==> src/rtl/pipelined_ripple_adder.sv <==
// Pipelined ripple-carry add/subtract: WIDTH-bit chain cut into STAGES
// equal ripple segments with a register after each, valid/ready on both ends.
module pipelined_ripple_adder #(
    parameter int WIDTH  = 16,
    parameter int STAGES = 4
) (
    input  logic             clk,
    input  logic             rst_n,
    input  logic             in_valid,
    output logic             in_ready,
    input  logic [WIDTH-1:0] a,
    input  logic [WIDTH-1:0] b,
    input  logic             cin,
    input  logic             sub,
    output logic             out_valid,
    input  logic             out_ready,
    output logic [WIDTH-1:0] s,
    output logic             cout,
    output logic             ovf
);
    localparam int SEG = WIDTH / STAGES;

    // Only a held result at the tail can stall; bubbles never block the pipe.
    logic en;
    assign en       = !(out_valid && !out_ready);
    assign in_ready = en;

    for (genvar k = 1; k <= STAGES; k++) begin : g_stg
        localparam int LO = (k - 1) * SEG;
        localparam int HI = k * SEG;

        logic                v_in;
        logic                ci;
        logic [WIDTH-LO-1:0] op_a;
        logic [WIDTH-LO-1:0] op_b;
        logic [SEG-1:0]      seg_s;
        logic                seg_co;
        logic [HI-1:0]       s_nxt;
        logic                vld;
        logic [HI-1:0]       s_q;
        logic                c_q;

        // Operands shrink as they travel: each register keeps only the bits
        // not yet summed, so segment k always works on the low SEG bits.
        if (k == 1) begin : g_src
            assign v_in  = in_valid;
            assign op_a  = a;
            assign op_b  = b ^ {WIDTH{sub}};
            assign ci    = sub | cin;
            assign s_nxt = seg_s;
        end else begin : g_src
            assign v_in  = g_stg[k-1].vld;
            assign op_a  = g_stg[k-1].g_op.a_q;
            assign op_b  = g_stg[k-1].g_op.b_q;
            assign ci    = g_stg[k-1].c_q;
            assign s_nxt = {seg_s, g_stg[k-1].s_q};
        end

        prra_seg #(.SEG(SEG)) u_seg (
            .a  (op_a[SEG-1:0]),
            .b  (op_b[SEG-1:0]),
            .ci (ci),
            .s  (seg_s),
            .co (seg_co)
        );

        always_ff @(posedge clk or negedge rst_n) begin
            if (!rst_n) begin
                vld <= 1'b0;
                s_q <= '0;
                c_q <= 1'b0;
            end else if (en) begin
                vld <= v_in;
                s_q <= s_nxt;
                c_q <= seg_co;
            end
        end

        if (k < STAGES) begin : g_op
            logic [WIDTH-HI-1:0] a_q;
            logic [WIDTH-HI-1:0] b_q;
            always_ff @(posedge clk or negedge rst_n) begin
                if (!rst_n) begin
                    a_q <= '0;
                    b_q <= '0;
                end else if (en) begin
                    a_q <= op_a[WIDTH-LO-1:SEG];
                    b_q <= op_b[WIDTH-LO-1:SEG];
                end
            end
        end else begin : g_msb
            // Carry into the MSB recovered from the MSB sum bit: c = s ^ a ^ b.
            logic cm_q;
            always_ff @(posedge clk or negedge rst_n) begin
                if (!rst_n)
                    cm_q <= 1'b0;
                else if (en)
                    cm_q <= seg_s[SEG-1] ^ op_a[SEG-1] ^ op_b[SEG-1];
            end
        end
    end

    assign out_valid = g_stg[STAGES].vld;
    assign s         = g_stg[STAGES].s_q;
    assign cout      = g_stg[STAGES].c_q;
    assign ovf       = g_stg[STAGES].g_msb.cm_q ^ g_stg[STAGES].c_q;

endmodule

// One carry-chain segment: SEG full adders rippling bit by bit.
module prra_seg #(
    parameter int SEG = 4
) (
    input  logic [SEG-1:0] a,
    input  logic [SEG-1:0] b,
    input  logic           ci,
    output logic [SEG-1:0] s,
    output logic           co
);
    logic [SEG:0] c;

    always_comb begin
        c    = '0;
        s    = '0;
        c[0] = ci;
        for (int i = 0; i < SEG; i++) begin
            s[i]   = a[i] ^ b[i] ^ c[i];
            c[i+1] = (a[i] & b[i]) | (c[i] & (a[i] ^ b[i]));
        end
    end

    assign co = c[SEG];

endmodule

==> config.mk <==
export PLATFORM = sky130hd
export DESIGN_NAME = pipelined_ripple_adder
export DESIGN_NICKNAME = d
export VERILOG_FILES = /design/src/rtl/pipelined_ripple_adder.sv
export SDC_FILE = /design/constraint.sdc
export NUM_CORES = 1
export LEC_CHECK = 0
export ABC_AREA = 1
export BUFFER_PORTS_ARGS = -buffer_cell sky130_fd_sc_hd__buf_2
export CAP_MARGIN = 5
export CELL_PAD_IN_SITES_DETAIL_PLACEMENT = 0
export CELL_PAD_IN_SITES_GLOBAL_PLACEMENT = 1
export CORE_UTILIZATION = 47
export CTS_CLUSTER_SIZE = 28
export DETAILED_ROUTE_END_ITERATION = 10
export GPL_ROUTABILITY_DRIVEN = 0
export PLACE_DENSITY = 0.88
export SETUP_SLACK_MARGIN = 0.3
export SLEW_MARGIN = 20
export SYNTH_ARGS = -nofsm -noshare
export SYNTH_HDL_FRONTEND = slang
export SYNTH_SLANG_ARGS = --single-unit
export TNS_END_PERCENT = 50
==> constraint.sdc <==
create_clock -name clk -period 4.3 [get_ports clk]
set_clock_uncertainty 0.05 [all_clocks]
set_input_delay 0.43 -clock clk [delete_from_list [all_inputs] [get_ports clk]]
set_output_delay 0.43 -clock clk [all_outputs]
set_load 0.05 [all_outputs]
==> impl_results.md <==
* H-tree depth at 3
* Root buffer cell: clkbuf_8
* HPWL after DPL at between 4000 and 5000 um
* Synth warn at 0
* Syn Inst Count at 442
* # setup viols final at 0
* Worst path most repeated cell: fa_1
* CTS tree: yes
* Met3 wire len at 333 um
* Vias post-DR at around 2,800
* Post-synthesis mux area share at 0
* Hold-fix buffers at CTS at 0
* Failing checks: DRC
* TritonRoute pass-1 iters at 7
* Largest family of logic cells by synthesized area: simple AND/OR/NAND/NOR gates
* Critical path's top delay family: adder cells
* Synth Area in XOR/XNOR at 0.0354
* Maxcap violations at 0
* Die Ht at between 90 and 100 um
* Hold Slack at between 0.06 and 0.07 ns
* Required time worst endpoint at ~4.5 ns
* FF+latch count, synth at between 90 and 100
* Clk_lat worst skew at 0.36 ns
* Yosys top cell area share at 0.577
* Post-CTS Setup Bufs at 0
* GRT Overall Usage at 0.179
* F_max at around 0.4 GHz
* Drt wl/cell at about 12 um
* Worst VDD drop at 423 uV
* Worst Setup Start Kind: input port
* Routed Antenna Nets at 0
* Worst hold path type: input port to async pin
* Library cells used by synthesis at 18
* Crit path time final at between 2 and 3 ns
* Final period util at 0.581
* Hold Violations, Final at 0
* Core Box Area at between 8000 and 9000 um2
* Reg area at roughly 2400 um2
* Final slew viol count at 0
* Clock buffer depth at 2
* Synth Area in Compound Gates at 0.0571
* Detailed router's first-iteration violation count at approximately 140
* Critical path, cell by cell: buf_2 -> xnor2_1 -> fa_1 -> inv_1 -> fa_1 -> inv_1 -> fa_1 -> inv_1 -> fa_1 -> nand2_1 -> o21ai_1
* Largest net degree at the start of global routing at 108
* Avg Inst Size Synth at 9.51 um2
* CP max-delay cell: fa_1
* Post-Synth Simple-Gate Area at 0.184
* RSZ-0062 raised after global routing: false
* I/O Buffers at 57
* R2R Setup Slk at 1.91 ns
* Max_slew headroom at 0.343
* Critical path peak fanout at 17
* Die footprint at 9330 um2
* # fillers at roughly 840
* DR vias/cell at ~4.6
* Multi-input logic area at 1480 um2
* Largest stage delay, worst path at 0.41 ns
* Final #Nets at 545
* Vias in the first global route at around 2,800
* Wl on met1 at ~3600 um
* Remaining DRCs at 1
* Adder-cell share of the synthesized area at 0.0762
* # diodes at 0
* CP Buf/Inv Count at 4
* Post-synthesis sequential area ratio at 0.577
* IO Count at 58
* CP Capture Type: flip-flop
* Power density over cell area at around 740 nW/um2
* Clock slew at reported path FFs at 0.09 ns
* Run status: finished, violations left
* Met2 WL at 3280 um
* # resized after CTS at 0
* Area contributors post-synth: dfrtp_1 (58%), nand2_1 (18%), fa_1 (7.6%), o21ai_1 (3.9%), inv_1 (3.2%)
* Die boundary width at ~97 um
* Syn Nets at between 400 and 500
* Synth area leader: dfrtp_1
* Drt total wl at 7330 um
* Clock sinks at between 90 and 100
* Initial core utilization at 0.484
* First-pass GRT wire length at between 10,000 and 15,000 um
* Kind of critical path: input port to flip-flop
* Top sig layer: met4
* Leakage at between 0.002 and 0.0025 uW
* Row cnt at 34
* CTS Buf Count at 9
* Worst EP arrival at between 2 and 3 ns
* Initial antenna violation count at 0
* Syn-to-layout area delta at 11.7%
* Layout cells sized above 1 at 0.157
* Mapped Area at between 4000 and 5000 um2
* Setup Total Neg Slack at 0 ns
* Total grt overflow at 0
* Worst-Margin Slew at approximately 1 ns
-- state kept, by name (all words and copies together), names as in the netlist --
signal / count
g_stg.vld: 3
g_stg.c_q: 3
out_valid: 1
g_stg.g_msb.cm_q: 1
cout: 1
g_stg.s_q: 24
g_stg.g_op.b_q: 24
g_stg.g_op.a_q: 24
s: 16
-- cells by family (layout without fill, tap and decap cells) --
kind of cell / Yosys count / after routing
fa+ha+maj: 16 / 16
buf+inv: 60 / 114
xor+xnor: 17 / 17
simple gates: 204 / 204
compound gates: 48 / 48
flops: 97 / 97
-- stage by stage --
| stage | instances | power (uW) | area, um2 | setup WS [ns] | utilization |
|---|---|---|---|---|---|
| 6_report | 604 | 3470 | 4690 | 1.80 | 0.541 |
| 5_1_grt | 604 | 3780 | 4690 | 1.64 | 0.541 |
| 4_1_cts | 604 | 3510 | 4690 | 1.78 | 0.541 |
| 3_5_place_dp | 588 | 2920 | 4500 | 1.39 | 0.518 |
| 3_3_place_gp | 588 | 2880 | 4500 | 1.53 | 0.518 |
| 2_1_floorplan | 442 | 2600 | 4200 | 1.70 | - |
-- worst register-to-register path, cell delays in order, from the launching register on --
cell and delay, ns:
dfrtp_1 0.41, fa_1 0.41, inv_1 0.07, fa_1 0.16
inv_1 0.05, fa_1 0.37, inv_1 0.09, fa_1 0.44
inv_1 0.07, a21oi_1 0.05, nand2_1 0.06, nand3_1 0.06
-- final timing paths --
| kind | start | end | depth (start not counted) |
|---|---|---|---|
| worst max-delay path | sub | g_stg[1].s_q[3]$_DFFE_PN0N_ | 11 |
| worst min-delay path | rst_n | cout$_DFFE_PN0N_ | 1 |
| worst max register to register | g_stg[3].c_q$_DFFE_PN0N_ | g_stg[4].g_msb.cm_q$_DFFE_PN0N_ | 11 |
| worst min register to register | g_stg[3].vld$_DFFE_PN0N_ | out_valid$_DFFE_PN0N_ | 2 |
| max in group asynchronous | rst_n | g_stg[3].s_q[10]$_DFFE_PN0N_ | 2 |
| min in group clk | a[15] | g_stg[1].g_op.a_q[11]$_DFFE_PN0N_ | 3 |
-- layout by cell type, fill, tap and decap left out, drive strengths merged --
cell type  synthesis  layout
nand2            198     198
dfrtp             97      97
buf               18      60
o21ai             47      47
inv               38      39
fa                16      16
xnor2             14      14
clkbuf             4      11
nor2               5       5
xor2               3       3
clkinv             0       3
a21oi              1       1
nand3              1       1
bufinv             0       1
-- Yosys cell counts, drive strengths merged --
master and n:
buf 18, xor2 3, nor2 5, dfrtp 97, fa 16, a21oi 1
inv 38, clkbuf 4, nand3 1, xnor2 14, o21ai 47, nand2 198
-- report_power, final --
| group | internal [uW] | switching, uW | leakage (uW) |
|---|---|---|---|
| clock | 284 | 299 | 0.000103 |
| sequential | 1310 | 209 | 0.00118 |
| combinational | 420 | 942 | 0.00117 |
| total | 2020 | 1450 | 0.00246 |
-- metal layers --
| metal | GRT usage | vias up |
|---|---|---|
| li1 | - | 1424 |
| met1 | 0.240 | 1293 |
| met2 | 0.289 | 55 |
| met3 | 0.0469 | 8 |
| met4 | 0.0515 | 0 |
| met5 | 0 | - |
-- area by class of cell --
class | instances | area share
sequential | 97 | 0.517
multi-input combinational | 285 | 0.316
timing repair buffer | 60 | 0.0661
inverter | 38 | 0.0304
clock buffer | 11 | 0.0301
tap | 108 | 0.0288
clock inverter | 5 | 0.0115
No activity file was read; power rests on OpenSTA's default activity.
